## src/rtl/note_scheduler.sv

```systemverilog
// Seven-input note arbiter: synchronise + debounce each request, newest-press-wins selection
// with minimum hold and silent gap. Optional arpeggiator enabled by defining NOTE_SCHED_ARP_EN.
module note_scheduler #(
    parameter logic [19:0] DEBOUNCE_CYCLES = 20'd500000,
    parameter logic [23:0] MIN_HOLD        = 24'd2500000,
    parameter logic [15:0] GAP_CYCLES      = 16'd25000,
    parameter logic [23:0] ARP_PERIOD      = 24'd6250000
) (
    input  logic       clk,
    input  logic       resetn,
    input  logic [6:0] note_req,
    output logic [2:0] note_code,
    output logic       note_valid,
    output logic       note_change
);

    localparam int DW = $clog2(int'(DEBOUNCE_CYCLES) + 1);
    localparam int HW = $clog2(int'(MIN_HOLD) + 1);
    localparam int GW = (GAP_CYCLES == 16'd0) ? 1 : $clog2(int'(GAP_CYCLES) + 1);
    localparam logic [DW-1:0] DB_LAST   = DW'(DEBOUNCE_CYCLES - 20'd1);
    localparam logic [HW-1:0] HOLD_LOAD = HW'(MIN_HOLD - 24'd1);
    localparam logic [GW-1:0] GAP_LOAD  = (GAP_CYCLES == 16'd0) ? GW'(0) : GW'(GAP_CYCLES - 16'd1);

    typedef enum logic [1:0] {IDLE = 2'd0, PLAY = 2'd1, GAP = 2'd2} state_t;

    logic [6:0]    sync1_r, sync2_r, deb_r, deb_d_r;
    logic [DW-1:0] db_cnt_r [7];
    logic [6:0]    press_s, press_other_s;
    state_t        state_r, state_nx;
    logic [2:0]    cur_r, cur_nx, pend_r, pend_nx, tgt_r, tgt_nx, sel_s, code_nx;
    logic [HW-1:0] hold_r, hold_nx;
    logic [GW-1:0] gap_r, gap_nx;
    logic          chg_nx;
    logic          arp_active_s;

    // Lowest set index as a note code (0 when empty)
    function automatic logic [2:0] lowest(input logic [6:0] v);
        logic [2:0] r;
        r = 3'd0;
        for (int i = 6; i >= 0; i--) begin
            if (v[i]) r = 3'(i + 1);
        end
        return r;
    endfunction

    function automatic logic is_held(input logic [6:0] v, input logic [2:0] code);
        if (code == 3'd0) return 1'b0;
        else return v[code - 3'd1];
    endfunction

    function automatic logic [6:0] note_mask(input logic [2:0] code);
        case (code)
            3'd1:    return 7'b0000001;
            3'd2:    return 7'b0000010;
            3'd3:    return 7'b0000100;
            3'd4:    return 7'b0001000;
            3'd5:    return 7'b0010000;
            3'd6:    return 7'b0100000;
            3'd7:    return 7'b1000000;
            default: return 7'b0000000;
        endcase
    endfunction

`ifdef NOTE_SCHED_ARP_EN
    localparam int AW = $clog2(int'(ARP_PERIOD) + 1);
    localparam logic [AW-1:0] ARP_LOAD = AW'(ARP_PERIOD - 24'd1);
    logic [AW-1:0] arp_r, arp_nx;

    // Next higher held note above code, wrapping round to the lowest
    function automatic logic [2:0] next_higher(input logic [6:0] v, input logic [2:0] code);
        logic [2:0] r;
        int idx;
        r = code;
        for (int k = 6; k >= 1; k--) begin
            idx = (int'(code) - 1 + k) % 7;
            if (v[idx]) r = 3'(idx + 1);
        end
        return r;
    endfunction

    assign arp_active_s = (state_r == PLAY) && ($countones(deb_r) >= 2);
`else
    assign arp_active_s = 1'b0;
`endif

    assign press_s       = deb_r & ~deb_d_r;
    assign press_other_s = press_s & ~note_mask(cur_r);

    // Synchroniser and per-bit debounce counters
    always_ff @(posedge clk) begin
        if (!resetn) begin
            sync1_r <= 7'd0;
            sync2_r <= 7'd0;
            deb_r   <= 7'd0;
            deb_d_r <= 7'd0;
            for (int i = 0; i < 7; i++) db_cnt_r[i] <= '0;
        end else begin
            sync1_r <= note_req;
            sync2_r <= sync1_r;
            deb_d_r <= deb_r;
            for (int i = 0; i < 7; i++) begin
                if (sync2_r[i] == deb_r[i]) begin
                    db_cnt_r[i] <= '0;
                end else if (db_cnt_r[i] == DB_LAST) begin
                    db_cnt_r[i] <= '0;
                    deb_r[i]    <= sync2_r[i];
                end else begin
                    db_cnt_r[i] <= db_cnt_r[i] + DW'(1);
                end
            end
        end
    end

    // Next-state and next-output selection
    always_comb begin
        state_nx = state_r;
        cur_nx   = cur_r;
        pend_nx  = pend_r;
        tgt_nx   = tgt_r;
        hold_nx  = hold_r;
        gap_nx   = gap_r;
        code_nx  = note_code;
        chg_nx   = 1'b0;
        sel_s    = 3'd0;
`ifdef NOTE_SCHED_ARP_EN
        arp_nx   = '0;
`endif
        case (state_r)
            IDLE: begin
                if (|press_s) begin
                    state_nx = PLAY;
                    cur_nx   = lowest(press_s);
                    code_nx  = lowest(press_s);
                    hold_nx  = HOLD_LOAD;
                    pend_nx  = 3'd0;
                    chg_nx   = 1'b1;
                end else begin
                    code_nx  = 3'd0;
                end
            end
            PLAY: begin
                if (hold_r != '0) hold_nx = hold_r - HW'(1);
                else hold_nx = hold_r;
                if (arp_active_s) begin
                    pend_nx = 3'd0;
`ifdef NOTE_SCHED_ARP_EN
                    if (hold_r == '0 && arp_r == '0) begin
                        cur_nx  = next_higher(deb_r, cur_r);
                        code_nx = next_higher(deb_r, cur_r);
                        chg_nx  = 1'b1;
                        arp_nx  = ARP_LOAD;
                    end else if (arp_r != '0) begin
                        arp_nx  = arp_r - AW'(1);
                    end else begin
                        arp_nx  = arp_r;
                    end
`endif
                end else begin
                    if (|press_other_s) pend_nx = lowest(press_other_s);
                    else pend_nx = pend_r;
                    if (hold_r == '0) begin
                        // Pending press beats fallback to the lowest held note
                        if (pend_r != 3'd0 && is_held(deb_r, pend_r)) sel_s = pend_r;
                        else if (!is_held(deb_r, cur_r)) sel_s = lowest(deb_r);
                        else sel_s = 3'd0;
                        if (sel_s != 3'd0) begin
                            pend_nx = 3'd0;
                            chg_nx  = 1'b1;
                            if (GAP_CYCLES == 16'd0) begin
                                cur_nx  = sel_s;
                                code_nx = sel_s;
                                hold_nx = HOLD_LOAD;
                            end else begin
                                state_nx = GAP;
                                tgt_nx   = sel_s;
                                gap_nx   = GAP_LOAD;
                                code_nx  = 3'd0;
                            end
                        end else if (!is_held(deb_r, cur_r)) begin
                            state_nx = IDLE;
                            cur_nx   = 3'd0;
                            pend_nx  = 3'd0;
                            code_nx  = 3'd0;
                            chg_nx   = 1'b1;
                        end else begin
                            code_nx  = cur_r;
                        end
                    end else begin
                        code_nx = cur_r;
                    end
                end
            end
            GAP: begin
                if (|press_s) pend_nx = lowest(press_s);
                else pend_nx = pend_r;
                if (gap_r != '0) begin
                    gap_nx = gap_r - GW'(1);
                end else begin
                    if (pend_r != 3'd0 && is_held(deb_r, pend_r)) sel_s = pend_r;
                    else if (is_held(deb_r, tgt_r)) sel_s = tgt_r;
                    else sel_s = lowest(deb_r);
                    pend_nx = 3'd0;
                    if (sel_s != 3'd0) begin
                        state_nx = PLAY;
                        cur_nx   = sel_s;
                        code_nx  = sel_s;
                        hold_nx  = HOLD_LOAD;
                        chg_nx   = 1'b1;
                    end else begin
                        state_nx = IDLE;
                        cur_nx   = 3'd0;
                        code_nx  = 3'd0;
                    end
                end
            end
            default: begin
                state_nx = IDLE;
                cur_nx   = 3'd0;
                code_nx  = 3'd0;
            end
        endcase
    end

    // State, counters and registered outputs
    always_ff @(posedge clk) begin
        if (!resetn) begin
            state_r     <= IDLE;
            cur_r       <= 3'd0;
            pend_r      <= 3'd0;
            tgt_r       <= 3'd0;
            hold_r      <= '0;
            gap_r       <= '0;
            note_code   <= 3'd0;
            note_valid  <= 1'b0;
            note_change <= 1'b0;
`ifdef NOTE_SCHED_ARP_EN
            arp_r       <= '0;
`endif
        end else begin
            state_r     <= state_nx;
            cur_r       <= cur_nx;
            pend_r      <= pend_nx;
            tgt_r       <= tgt_nx;
            hold_r      <= hold_nx;
            gap_r       <= gap_nx;
            note_code   <= code_nx;
            note_valid  <= (code_nx != 3'd0);
            note_change <= chg_nx;
`ifdef NOTE_SCHED_ARP_EN
            arp_r       <= arp_nx;
`endif
        end
    end

endmodule
```

## config.mk

```make
export PLATFORM = sky130hd
export DESIGN_NAME = note_scheduler
export DESIGN_NICKNAME = d
export VERILOG_FILES = /design/src/rtl/note_scheduler.sv
export SDC_FILE = /design/constraint.sdc
export NUM_CORES = 1
export LEC_CHECK = 0
export ABC_AREA = 0
export CORE_MARGIN = 2
export CORE_UTILIZATION = 57
export DETAILED_ROUTE_END_ITERATION = 8
export GPL_ROUTABILITY_DRIVEN = 0
export HOLD_SLACK_MARGIN = 0.03
export PLACE_DENSITY = 0.73
export SLEW_MARGIN = 40
export SYNTH_ARGS = -nofsm -noshare
export SYNTH_HDL_FRONTEND = slang
export SYNTH_SLANG_ARGS = --single-unit
```

## constraint.sdc

```tcl
create_clock -name clk -period 3.4 [get_ports clk]
set_clock_uncertainty 0.15 [all_clocks]
set_input_delay 0.34 -clock clk [delete_from_list [all_inputs] [get_ports clk]]
set_output_delay 0.34 -clock clk [all_outputs]
set_load 0.005 [all_outputs]
```

After elaboration in Yosys (flattened, before gate mapping)
Memory sizes are Yosys's and may differ from the RTL's.
Index checks and enable logic that the tools add are counted.
{"block": "totals", "regBits": 81, "ramBits": 133, "in_bits": 9, "output_inout_bits": 5, "word_cells": 323, "mem_count": 1}
{"block": "op_classes", "addsub": 12, "n_lt_le_gt_ge": 3, "n_eq_ne": 33, "n_mux": 193, "bitwise": 32, "reduce_logical": 30}
{"name": "db_cnt_r", "words": 7, "word_bits": 19, "rd": 7, "rd_ports_with_merged_regs": 0, "wr": 7, "line_no": "27", "source": "logic [DW-1:0] db_cnt_r [7];"}
{"operator": "19-bit two-way mux", "n": 21}
{"operator": "3-bit two-way mux", "n": 45}
{"operator": "19-bit by 1-bit adder with 19-bit output, second input constant", "n": 7}
{"operator": "19-bit equality test, second input constant", "n": 7}
{"operator": "1-bit two-way mux", "n": 104}
{"operator": "22-bit two-way mux", "n": 4}
{"operator": "22-bit one-hot mux with 3 select lines", "n": 1}
{"operator": "7-bit one-hot mux with 7 select lines", "n": 1}
{"operator": "15-bit two-way mux", "n": 3}
{"operator": "15-bit one-hot mux with 2 select lines", "n": 1}
{"operator": "3-bit one-hot mux with 3 select lines", "n": 3}
{"operator": "22-bit logical NOT", "n": 1}
{"operator": "22-bit nonzero test", "n": 1}
{"operator": "22-bit by 1-bit subtractor with 22-bit output, second input constant", "n": 1}
{"operator": "1-bit OR", "n": 21}
{"operator": "2-bit inequality test, second input constant", "n": 8}
{"operator": "15-bit nonzero test", "n": 1}
{"operator": "3-bit nonzero test", "n": 5}
{"operator": "15-bit by 1-bit subtractor with 15-bit output, second input constant", "n": 1}
{"operator": "7-bit bitwise AND", "n": 2}
{"operator": "7-bit NOT", "n": 2}
{"operator": "2-bit AND reduction", "n": 7}
{"operator": "7-bit OR reduction", "n": 2}
{"operator": "3-bit equality test, second input constant", "n": 4}
{"operator": "other kinds (20)", "n": 50}

Depth between registers and ports, before layout
{"block": "depth", "word_depth": 23, "depth_mapped": 14}

Worst setup path after synthesis
OpenSTA, ideal clock, no wires.
{"block": "synth_path", "path_kind": "flip-flop to flip-flop", "from": "register tgt_r[0]", "to": "register hold_r[11]", "arrival_time_ns": 3.216, "required_time_ns": 3.163, "slack_ns": -0.053, "stages_incl_launch_ff": 14, "n_path_buf": 3, "synth_period_minus_slack_ns": 3.453, "cell_sequence": "dfxtp_1 buf_2 inv_1 ha_1 buf_6 mux2_4 mux4_2 a32o_2 mux2i_1 mux2i_2 o311ai_4 buf_6 or4_1 o31ai_1"}
{"block": "synth_between", "elab_chain_cells": 14, "word_cells_on_any_way": 15}
{"element": "start: declaration", "line_no": "30", "source": "logic [2:0] cur_r, cur_nx, pend_r, pend_nx, tgt_r, tgt_nx, sel_s, code_nx;"}
{"element": "start signal: assignment", "line_no": "243", "source": "tgt_r <= tgt_nx;"}
{"element": "3-bit by 1-bit subtractor with 3-bit output", "line_no": "48", "source": "else return v[code - 3'd1];"}
{"element": "1-bit binary-select mux with 3-bit select", "line_no": "48"}
{"element": "1-bit two-way mux (not written as such)", "line_no": "48"}
{"element": "1-bit two-way mux", "line_no": "47", "source": "if (code == 3'd0) return 1'b0;"}
{"element": "1-bit two-way mux", "line_no": "199", "source": "if (pend_r != 3'd0 && is_held(deb_r, pend_r)) sel_s = pend_r;"}
{"element": "1-bit two-way mux", "line_no": "196", "source": "if (gap_r != '0) begin"}
{"element": "1-bit two-way mux", "line_no": "128", "source": "case (state_r)"}
{"element": "3-bit two-way mux *", "line_no": "200", "source": "else if (is_held(deb_r, tgt_r)) sel_s = tgt_r;"}
{"element": "3-bit two-way mux *", "line_no": "199"}
{"element": "3-bit two-way mux *", "line_no": "196"}
{"element": "3-bit two-way mux *", "line_no": "128"}
{"element": "3-bit nonzero test *", "line_no": "203", "source": "if (sel_s != 3'd0) begin"}
{"element": "2-bit inequality test (no source line) *"}
{"element": "5-bit AND reduction (no source line) *"}
{"element": "end signal: assignment", "line_no": "244", "source": "hold_r <= hold_nx;"}
{"element": "end: declaration", "line_no": "31", "source": "logic [HW-1:0] hold_r, hold_nx;"}
Every way passes the cells marked *; elsewhere a longest branch is shown, timed or not. The select of a mux whose other input is x is not followed.
A chain may end at the register's enable or synchronous reset.

Worst setup path after layout
{"block": "layout_path", "from": "register cur_r[1]", "to": "register note_valid"}
{"block": "layout_between", "elab_chain_cells": 16, "word_cells_on_any_way": 21}
{"element": "start: declaration", "line_no": "30"}
{"element": "start signal: assignment", "line_no": "241", "source": "cur_r <= cur_nx;"}
{"element": "3-bit by 1-bit subtractor with 3-bit output", "line_no": "48"}
{"element": "1-bit binary-select mux with 3-bit select", "line_no": "48"}
{"element": "1-bit two-way mux (not written as such)", "line_no": "48"}
{"element": "1-bit two-way mux", "line_no": "47"}
{"element": "1-bit two-way mux", "line_no": "163", "source": "if (pend_r != 3'd0 && is_held(deb_r, pend_r)) sel_s = pend_r;"}
{"element": "1-bit two-way mux", "line_no": "161", "source": "if (hold_r == '0) begin"}
{"element": "1-bit two-way mux", "line_no": "128"}
{"element": "3-bit two-way mux", "line_no": "164", "source": "else if (!is_held(deb_r, cur_r)) sel_s = lowest(deb_r);"}
{"element": "3-bit two-way mux", "line_no": "163"}
{"element": "3-bit two-way mux", "line_no": "161"}
{"element": "3-bit two-way mux", "line_no": "128"}
{"element": "3-bit nonzero test", "line_no": "166", "source": "if (sel_s != 3'd0) begin"}
{"element": "3-bit two-way mux", "line_no": "166"}
{"element": "3-bit two-way mux *", "line_no": "161"}
{"element": "3-bit one-hot mux with 3 select lines *", "line_no": "128"}
{"element": "3-bit nonzero test *", "line_no": "247", "source": "note_valid <= (code_nx != 3'd0);"}
{"element": "end signal: assignment", "line_no": "247"}
{"element": "end: declaration", "line_no": "13", "source": "output logic note_valid,"}
Marks and branches as above.

==> results.py <==
metrics = {
    "clock_tree": {
        "clkSinkCount": 214,
        "htreeDepth": 1,
        "cts_setup_buffers": 0,
        "clk_latency_ns": 0.52,
        "cts-root-buf": "clkbuf_16",
        "numCtsBuffers": 24,
        "worst_setup_hold_path_clk_slew_ns": 0.06,
        "cts_tree": "done",
        "cts_buffer_depth": 3,
    },
    "finish": {
        "insertedDiodeCount": 0,
        "final_nets": 1418,
        "fillers": 1652,
        "fin_area_um2": 13500,
        "syn2layout_area_growth_pct": 15.3,
        "stdcell_count": 1674,
        "drive_gt1_frac": 0.0712,
    },
    "global_routing": {
        "grt_max_degree": 49,
        "grt.overflow.total": 0,
        "grt_pass1_vias": 8831,
        "track_usage": 0.213,
        "antenna_found_initial": 0,
        "grt_pass1_wl_mm": 39.6,
    },
    "logic_synthesis": {
        "synth_seq_cells": 214,
        "synth_warnings": 0,
        "synth_top_area_frac": 0.340,
        "synth_area_um2": 11700,
        "synthTopCellsByCount": "199 x nor2_1, 133 x edfxtp_1, 106 x nand2_1",
        "syn_inst": 1227,
        "synthArstFlopShare": 0,
        "synth_top_area_cell": "edfxtp_1",
        "synth_most_common_cell": "nor2_1",
        "avgSynthCellArea_um2": 9.56,
        "synth_edf_count": 133,
        "synth_area_leaders": "edfxtp_1 34%, dfxtp_1 14%, nor2_1 6.4%, xor2_1 6.0%, xnor2_1 3.6%",
        "yosysUniqueCellTypes": 84,
        "seq_area_frac_synth": 0.479,
        "synth-main-ff-cell": "edfxtp_1",
    },
    "routing": {
        "routed_via_density": 5.35,
        "firstDrtPassIters": 5,
        "ant_nets": 0,
        "drt_iter0_markers": 550,
        "detail_route.wl_per_cell_um": 13.5,
        "drc_errors": 0,
        "routed_wl_mm": 22.6,
        "vias": 8956,
    },
    "floorplan": {
        "num_io_pins": 14,
        "initial_core_util": 0.580,
        "fp.dieW_um": 147,
        "rows": 52,
        "core_um2": 20200,
        "die_area_um2": 21700,
        "fp.dieH_um": 147,
    },
    "worst_setup_path": {
        "worst-setup-path-type": "reg -> reg",
        "crit_required_ns": 3.65,
        "critical_path.max_fanout": 4,
        "cp-end-kind": "flop",
        "startpoint_type": "flop",
        "rr_worst_depth": 10,
        "cp.arrival_ns": 3.59,
    },
    "power_and_ir_drop": {
        "power_density_nw_per_um2": 486,
        "post-layout-total-power_mw": 6.57,
        "irDropWorstVdd_v": 0.000368,
        "power_leakage_nw": 4.97,
    },
    "place": {
        "place_hpwl_mm": 15.8,
        "io_buffers": 13,
        "post-place-ws_ns": -0.0644,
        "dp.cells": 1629,
        "placed_cell_area_um2": 12700,
    },
    "sta": {
        "setup_viol": 0,
        "min_period_ns": 3.33,
        "slew_violations": 0,
        "slew-limit-headroom": 0.510,
        "finalHoldViolCount": 0,
        "worst_slack_ns": 0.0653,
        "max_clock_freq_ghz": 0.300,
        "period_share": 0.981,
        "worstMarginPinSlew_ns": 0.729,
        "whs_ns": 0.264,
    },
    "job": {
        "maxCapViolations": 0,
    },
    "min_path": {
        "min_path_cells": 2,
        "min_path_type": "in -> reg",
    },
    "outcome": {
        "status": "completed",
    },
}
## what timing repair did
action / CTS / global route
pin swaps: 0 / 3
hold buffers: 1 / 0
hold endpoints to repair: 1 / 0
resized for setup: 3 / 11
setup endpoints to repair: 11 / 22
## registers in the layout, summed over array words and instances (netlist names), 7 cells and up
signal    flops
hold_r       22
db_cnt_r    133
deb_d_r       7
sync2_r       7
sync1_r       7
deb_r         7
gap_r        15
## critical path, cell delays in order, from the launching register on
cell and delay (ns):
dfxtp_1 0.33, inv_1 0.09, ha_4 0.30, mux2_2 0.34, mux4_2 0.52, a22o_4 0.30
and3_4 0.19, o21a_1 0.20, a222oi_1 0.28, a21oi_1 0.14, or3_1 0.37
## final timing paths
kind / end / startpoint / slack [ns]
worst max-delay path: note_valid / cur_r[1] / 0.07
worst min register to register: sync2_r[1] / sync1_r[1] / 0.28
worst max register to register: note_valid / cur_r[1] / 0.07
worst min-delay path: sync1_r[1] / note_req[1] / 0.26
## kinds of logic after synthesis
| group | share of synthesized area |
|---|---|
| AO/OA/AOI/OAI | 0.0862 |
| XOR/XNOR | 0.0956 |
| adder cells (fa/ha/maj) | 0.0245 |
| buffers and inverters | 0.0346 |
| flip-flops | 0.479 |
| multiplexers | 0.0289 |
| other | 0.000320 |
| AND/OR/NAND/NOR | 0.251 |
## where the power goes
group	total (mW)	leakage [nW]	switching [mW]	internal (mW)
clock	2.34	0.331	0.974	1.36
combinational	1.18	2.61	0.721	0.459
sequential	3.05	2.03	0.148	2.90
total	6.57	4.97	1.84	4.72
## stage by stage
| step | setup TNS (ns) | utilization |
|---|---|---|
| floorplan | 0 | - |
| global placement | 0 | 0.629 |
| detailed placement | -0.238 | 0.629 |
| CTS | 0 | 0.665 |
| global route | -0.000459 | 0.668 |
| finish | 0 | 0.668 |
## per-layer routing
| metal | wire (um) | up-vias | global-route usage |
|---|---|---|---|
| li1 | - | 4552 | - |
| met1 | 10000 | 4185 | 0.278 |
| met2 | 11100 | 182 | 0.377 |
| met3 | 1030 | 37 | 0.0287 |
| met4 | 403 | 0 | 0.0567 |
| met5 | 0 | - | 0 |
## cells in the final DEF (no fill, tap or decap), types with 28 or more instances in the layout
cell type and instances:
nand3_1 68, dfxtp_1 81, buf_4 31, xnor2_1 48
nand2_1 106, xor2_1 80, o21ai_0 28, edfxtp_1 133
nor2_1 199, inv_1 43, a21oi_1 53, conb_1 133
nor3_1 28
## area by class of cell
type	count	area, um^2	share of cell area
clock buffer	43	693	0.0513
clock inverter	1	3.75	0.000278
inverter	47	176	0.0130
multi-input combinational	1051	6280	0.465
sequential	214	5620	0.415
tap	270	338	0.0250
timing repair buffer	48	410	0.0304
No activity file was read; power rests on OpenSTA's default activity.
